`src/rtl/t05_cb_walker_if.sv`:
```
// Node-read and codeword-stream bundle for the codebook walker.
// master = walker side, slave = tree SRAM / codeword consumer side.
interface t05_cb_walker_if #(
   parameter int CHAR_W    = 8,
   parameter int IDX_W     = 7,
   parameter int MAX_DEPTH = 128,
   parameter int LEN_W     = $clog2(MAX_DEPTH + 1)
);
   localparam int ELEM_W = CHAR_W + 1;

   logic                  node_req;
   logic [IDX_W-1:0]      node_addr;
   logic                  node_valid;
   logic [2*ELEM_W-1:0]   node_data;
   logic                  cw_valid;
   logic                  cw_ready;
   logic [CHAR_W-1:0]     cw_char;
   logic [MAX_DEPTH-1:0]  cw_path;
   logic [LEN_W-1:0]      cw_len;

   modport master (
      output node_req, node_addr,
      input  node_valid, node_data,
      output cw_valid, cw_char, cw_path, cw_len,
      input  cw_ready
   );

   modport slave (
      input  node_req, node_addr,
      output node_valid, node_data,
      input  cw_valid, cw_char, cw_path, cw_len,
      output cw_ready
   );
endinterface

```
`src/rtl/t05_cb_walker.sv`:
```
// Depth-first Huffman tree walker: emits one {char, path, len} codeword per leaf,
// keeping an ancestor stack so backtracking never restarts from the root.
//
// state   | meaning
// IDLE    | waiting for start after reset
// FETCH   | reading the node on top of the stack
// VISIT   | decoding the child selected by the top side bit
// EMIT    | codeword presented, waiting for cw_ready
// ADVANCE | left child finished: switch to right, else backtrack
// POP     | unwinding one stack level per cycle
// DONE    | walk complete
// ERROR   | tree deeper than MAX_DEPTH
module t05_cb_walker #(
   parameter int CHAR_W    = 8,
   parameter int IDX_W     = 7,
   parameter int MAX_DEPTH = 128,
   parameter int LEN_W     = $clog2(MAX_DEPTH + 1)
) (
   input  logic              clk,
   input  logic              rst,
   input  logic              start,
   input  logic [IDX_W-1:0]  max_index,
   t05_cb_walker_if.master   bus,
   output logic [CHAR_W:0]   cw_count,
   output logic              busy,
   output logic              done,
   output logic              error
);
   localparam int ELEM_W = CHAR_W + 1;
   localparam int SP_W   = (MAX_DEPTH > 1) ? $clog2(MAX_DEPTH) : 1;
   localparam logic [CHAR_W:0] CNT_MAX = '1;

   typedef enum logic [2:0] {
      S_IDLE, S_FETCH, S_VISIT, S_EMIT, S_ADVANCE, S_POP, S_DONE, S_ERROR
   } state_t;

   state_t               state, state_nxt;
   logic [IDX_W-1:0]     stk_idx [MAX_DEPTH];
   logic [SP_W-1:0]      depth, depth_inc;
   // Side bits of every stack entry, top of stack at bit 0, root at bit depth.
   logic [MAX_DEPTH-1:0] path_q;
   logic [ELEM_W-1:0]    node_l, node_r, elem;
   logic                 is_char, is_null, at_max;
   logic [CHAR_W-1:0]    cw_char_q;
   logic [MAX_DEPTH-1:0] cw_path_q;
   logic [LEN_W-1:0]     cw_len_q;
   logic [CHAR_W:0]      cnt_q;
   logic                 do_start, do_latch, do_load, do_push, do_side, do_pop, do_count;

   assign elem      = path_q[0] ? node_r : node_l;
   assign is_char   = ~elem[ELEM_W-1];
   assign is_null   = elem[ELEM_W-1] & elem[CHAR_W-1] & (elem[CHAR_W-2:0] == '0);
   assign at_max    = (depth == SP_W'(MAX_DEPTH - 1));
   assign depth_inc = depth + SP_W'(1);

   always_ff @(posedge clk or posedge rst) begin
      if (rst) state <= S_IDLE;
      else     state <= state_nxt;
   end

   always_comb begin
      state_nxt = state;
      do_start  = 1'b0;
      do_latch  = 1'b0;
      do_load   = 1'b0;
      do_push   = 1'b0;
      do_side   = 1'b0;
      do_pop    = 1'b0;
      do_count  = 1'b0;
      case (state)
         S_IDLE, S_DONE, S_ERROR: begin
            if (start) begin
               do_start  = 1'b1;
               state_nxt = S_FETCH;
            end
         end
         S_FETCH: begin
            if (bus.node_valid) begin
               do_latch  = 1'b1;
               state_nxt = S_VISIT;
            end
         end
         S_VISIT: begin
            if (is_char) begin
               do_load   = 1'b1;
               state_nxt = S_EMIT;
            end else if (is_null) begin
               state_nxt = S_ADVANCE;
            end else if (at_max) begin
               state_nxt = S_ERROR;
            end else begin
               do_push   = 1'b1;
               state_nxt = S_FETCH;
            end
         end
         S_EMIT: begin
            if (bus.cw_ready) begin
               do_count  = 1'b1;
               state_nxt = S_ADVANCE;
            end
         end
         S_ADVANCE: begin
            if (!path_q[0]) begin
               do_side   = 1'b1;
               state_nxt = S_VISIT;
            end else begin
               state_nxt = S_POP;
            end
         end
         S_POP: begin
            if (depth == '0) begin
               state_nxt = S_DONE;
            end else begin
               do_pop    = 1'b1;
               // Parent already on its right side means its subtree is finished too.
               state_nxt = path_q[1] ? S_POP : S_FETCH;
            end
         end
         default: state_nxt = S_IDLE;
      endcase
   end

   always_ff @(posedge clk or posedge rst) begin
      if (rst) begin
         for (int i = 0; i < MAX_DEPTH; i++) stk_idx[i] <= '0;
         depth     <= '0;
         path_q    <= '0;
         node_l    <= '0;
         node_r    <= '0;
         cw_char_q <= '0;
         cw_path_q <= '0;
         cw_len_q  <= '0;
         cnt_q     <= '0;
      end else begin
         if (do_start) begin
            stk_idx[0] <= max_index;
            depth      <= '0;
            path_q     <= '0;
            cnt_q      <= '0;
         end
         if (do_latch) {node_l, node_r} <= bus.node_data;
         if (do_load) begin
            cw_char_q <= elem[CHAR_W-1:0];
            cw_path_q <= path_q;
            cw_len_q  <= LEN_W'(depth) + LEN_W'(1);
         end
         if (do_push) begin
            stk_idx[depth_inc] <= elem[IDX_W-1:0];
            depth              <= depth_inc;
            path_q             <= {path_q[MAX_DEPTH-2:0], 1'b0};
         end
         if (do_side) path_q[0] <= 1'b1;
         // New top becomes (or already is) its right side; bits above depth shift in as 0.
         if (do_pop) begin
            depth  <= depth - SP_W'(1);
            path_q <= (path_q >> 1) | MAX_DEPTH'(1);
         end
         if (do_count && cnt_q != CNT_MAX) cnt_q <= cnt_q + 1'b1;
      end
   end

   always_comb begin
      bus.node_req  = (state == S_FETCH);
      bus.node_addr = stk_idx[depth];
      bus.cw_valid  = (state == S_EMIT);
      bus.cw_char   = cw_char_q;
      bus.cw_path   = cw_path_q;
      bus.cw_len    = cw_len_q;
      cw_count      = cnt_q;
      busy          = !(state == S_IDLE || state == S_DONE || state == S_ERROR);
      done          = (state == S_DONE);
      error         = (state == S_ERROR);
   end
endmodule
```
`src/flat_wrapper.sv`:
```
// flat-port wrapper written by rule: the top's interface ports become plain ports
module t05_cb_walker_flat 
#(
   parameter int CHAR_W    = 8,
   parameter int IDX_W     = 7,
   parameter int MAX_DEPTH = 128,
   parameter int LEN_W     = $clog2(MAX_DEPTH + 1)
)
  (clk, rst, start, max_index, cw_count, busy, done, error, bus_node_req, bus_node_addr, bus_node_valid, bus_node_data, bus_cw_valid, bus_cw_char, bus_cw_path, bus_cw_len, bus_cw_ready);
  t05_cb_walker_if #(.CHAR_W(CHAR_W), .IDX_W(IDX_W), .MAX_DEPTH(MAX_DEPTH), .LEN_W(LEN_W)) bus_i ();
  input  logic clk;
  input  logic rst;
  input  logic start;
  input  logic [IDX_W-1:0] max_index;
  output logic [CHAR_W:0] cw_count;
  output logic busy;
  output logic done;
  output logic error;
  output wire logic [$bits(bus_i.node_req)-1:0] bus_node_req;
  output wire logic [$bits(bus_i.node_addr)-1:0] bus_node_addr;
  input wire logic [$bits(bus_i.node_valid)-1:0] bus_node_valid;
  input wire logic [$bits(bus_i.node_data)-1:0] bus_node_data;
  output wire logic [$bits(bus_i.cw_valid)-1:0] bus_cw_valid;
  output wire logic [$bits(bus_i.cw_char)-1:0] bus_cw_char;
  output wire logic [$bits(bus_i.cw_path)-1:0] bus_cw_path;
  output wire logic [$bits(bus_i.cw_len)-1:0] bus_cw_len;
  input wire logic [$bits(bus_i.cw_ready)-1:0] bus_cw_ready;
  assign bus_node_req = bus_i.node_req;
  assign bus_node_addr = bus_i.node_addr;
  assign bus_i.node_valid = bus_node_valid;
  assign bus_i.node_data = bus_node_data;
  assign bus_cw_valid = bus_i.cw_valid;
  assign bus_cw_char = bus_i.cw_char;
  assign bus_cw_path = bus_i.cw_path;
  assign bus_cw_len = bus_i.cw_len;
  assign bus_i.cw_ready = bus_cw_ready;
  t05_cb_walker #(.CHAR_W(CHAR_W), .IDX_W(IDX_W), .MAX_DEPTH(MAX_DEPTH), .LEN_W(LEN_W)) u_core (.clk(clk), .rst(rst), .start(start), .max_index(max_index), .bus(bus_i), .cw_count(cw_count), .busy(busy), .done(done), .error(error));
endmodule
```
`config.mk`:
```
export PLATFORM = sky130hd
export DESIGN_NAME = t05_cb_walker_flat
export DESIGN_NICKNAME = d
export VERILOG_FILES = /design/src/rtl/t05_cb_walker_if.sv /design/src/rtl/t05_cb_walker.sv /design/src/flat_wrapper.sv
export SDC_FILE = /design/constraint.sdc
export NUM_CORES = 2
export LEC_CHECK = 0
export CORE_UTILIZATION = 50
export CTS_CLUSTER_SIZE = 10
export DETAILED_ROUTE_END_ITERATION = 8
export GPL_ROUTABILITY_DRIVEN = 0
export PLACE_DENSITY = 0.67
export SLEW_MARGIN = 0
export SYNTH_ARGS = -nofsm -noshare
export SYNTH_HDL_FRONTEND = slang
export SYNTH_SLANG_ARGS = --single-unit
```
`constraint.sdc`:
```
create_clock -name clk -period 60.4 [get_ports clk]
set_input_delay 12.08 -clock clk [delete_from_list [all_inputs] [get_ports clk]]
set_output_delay 12.08 -clock clk [all_outputs]
set_load 0.01 [all_outputs]
```
==> flow_metrics.tcl <==
set metrics [dict create \
    status "finished with violations" \
    yosys.area.top_type "dfrtp_1" \
    core-area_um2 107000 \
    fin_util 0.569 \
    yosysWarnings 0 \
    skew_ps 29.0 \
    nets 4556 \
    yosysSeqAreaShare 0.559 \
    power_density_nw_per_um2 39.3 \
    post_dp_cell_area_um2 56900 \
    drc_errors 2 \
    ant_nets 0 \
    violations "design-rule violations" \
    avgSynthCellArea_um2 12.0 \
    cp-start-kind "register" \
    cp.depth 9 \
    grt_pass1_vias 39400 \
    die_h_um 331 \
    cts_max_path_buffers 3 \
    rsz0062_at_grt "false" \
    cp.arrival_ps 5820 \
    area_growth_pct 12.8 \
    max_slew_margin 0.0478 \
    grt_usage 0.308 \
    via_count 40500 \
    timing.final.ws_setup_ps 42500 \
    grt_max_degree 181 \
    synth_nets 4539 \
    crit_path_max_incr_delay_ps 870 \
    cts_made_buffers 141 \
    period_minus_slack_ps 17900 \
    ff2ff_path_depth 8 \
    final_area_um2 60900 \
    vias_per_cell 6.79 \
    total_power_uw 2390 \
    r2r_slack_ps 54790 \
    critPathSlowestCell "dfrtp_4" \
    cp-end-kind "output pin" \
    synth-main-ff-cell "dfrtp_1" \
    irDropWorstVdd_mv 0.0518 \
    crit_fanout 44 \
    hp-class "register to register" \
    synth-edff-count 0 \
    period_share 0.296 \
    maxSlewViolCount 0 \
    hold_violations 0 \
    setup_viol 0 \
    maxCapViolCount 0 \
    cts_setup_buffers 0 \
    tns_ps 0 \
    rows 120 \
    antenna_found_initial 7 \
    die_area_um2 109000 \
    reg2reg_from "u_core.depth[0]$_DFFE_PP0P_" \
    holdBufCountCts 0 \
    whs_path_depth 2 \
    final_layout_size_suffix_gt1_frac 0.203 \
    path_cells "buf_4 > buf_4 > mux4_2 > mux4_2 > nor2_1 > nor4_1 > nor3_1 > a21oi_1 > clkdlybuf4s50_1" \
    synth-async-reset-ratio 1.00 \
    clockRootBuffer "clkbuf_16" \
    initial_core_util 0.504 \
    clk_latency_ps 760 \
    tightest_slew_ps 1420 \
    port_buffers 194 \
    wl_um 168000 \
    synth_area_um2 54000 \
    clk_pin_slew_ps 60 \
    place_ws_ps 43360 \
    min-delay-start "u_core.bus.cw_char[7]$_DFFE_PP0P_" \
    synth_area_leaders "dfrtp_1 56%, mux4_2 9.0%, mux2_2 7.4%" \
    drtIter0Drc 5533 \
    numClockSinks 1205 \
    synth_seq_cells 1205 \
    hold_end "u_core.bus.cw_char[7]$_DFFE_PP0P_" \
    grt_pass1_wl_um 253000 \
    crit_family "buffers and inverters" \
    hpwl_um 103000 \
    path_class "register to output pin" \
    cts_resized 0 \
    htreeDepth 4 \
    leakagePower_uw 0.0282 \
    synth.top_cell.area_share 0.559 \
    wire_per_inst_um 28.2 \
    drtPass1Iterations 9 \
    crit_required_ps 48320 \
    crit_buf_inv 3 \
    max_freq_mhz 55.9 \
    ys_types 79 \
    ioPinCount 195 \
    yosys-top-cells-count "1,205 x dfrtp_1, 742 x o21ai_0, 636 x a21oi_1, 356 x mux2_2, 284 x clkbuf_1" \
    synthCells 4504 \
    die_w_um 331 \
    overflow 0 \
    cts_tree "done" \
    yosysMostFrequentCell "dfrtp_1" \
]
-- cells by family after synthesis --
group,after synthesis,share of synthesized area
multiplexers,683,0.185
adder cells (fa/ha/maj),5,0.00116
AO/OA/AOI/OAI,1664,0.174
flip-flops,1205,0.559
XOR/XNOR,10,0.00162
buffers and inverters,552,0.0428
AND/OR/NAND/NOR,385,0.0363
-- report_power, final --
| group | leakage, µW | internal, µW | switching, µW |
|---|---|---|---|
| Sequential | 0.0167 | 865 | 59.0 |
| Combinational | 0.00954 | 197 | 506 |
| Clock | 0.00194 | 441 | 326 |
| Total | 0.0282 | 1500 | 891 |
-- final cells by class --
cell class | count | area, µm²
fillers | 8822 | 46200
flip-flops and latches | 1205 | 30200
multi-input cells | 2747 | 21700
clock buffers | 168 | 3770
repair buffers | 286 | 2710
well taps | 1403 | 1760
inverters | 140 | 533
clock inverters | 13 | 194
diodes | 2 | 5.00
-- per-stage QoR --
step	instances	hold slack [ps]
finish	5964	482
floorplan	4504	459
global placement	5781	463
CTS	5962	486
detailed placement	5781	472
global route	5963	504
-- tightest hold or removal path: cells and delay by family (launching register included) --
kind               cells  cell delay (ps)
AOI/OAI and AO/OA      1               60
DFF                    1              340
and+or+nand+nor        1               50
-- per-layer routing --
layer	track usage	vias to the layer above	wire length, µm
met1	0.416	20800	65400
li1	-	16800	-
met5	0	-	55
met2	0.459	2441	75700
met4	0.162	8	8930
met3	0.0808	508	18000
-- how the worst max path moves through the flow --
stage / from / slack (ps) / endpoint
4_1_cts: u_core.depth[0]$_DFFE_PP0P_ / 42540 / bus_node_addr[3]
3_5_place_dp: u_core.depth[0]$_DFFE_PP0P_ / 43360 / bus_node_addr[3]
2_1_floorplan: rst / 14370 / async pin
3_3_place_gp: u_core.depth[0]$_DFFE_PP0P_ / 43380 / bus_node_addr[3]
5_1_grt: u_core.depth[0]$_DFFE_PP0P_ / 42330 / bus_node_addr[3]
6_report: u_core.depth[0]$_DFFE_PP0P_ / 42500 / bus_node_addr[3]
-- layout by cell type (no fill, tap or decap), drive strengths merged, types with 10 or more instances in the layout --
cell type	instances
dfrtp	1205
o21ai	760
a21oi	636
mux2	382
mux4	215
clkdlybuf4s50	194
clkbuf	168
nand2	164
inv	148
a222oi	126
buf	92
mux2i	86
nor2	74
nand3	40
nor3	32
a22oi	29
a31oi	23
o22ai	21
or3	14
and3	13
or2	11
a211oi	10
Power figures use the tool's default switching activity.
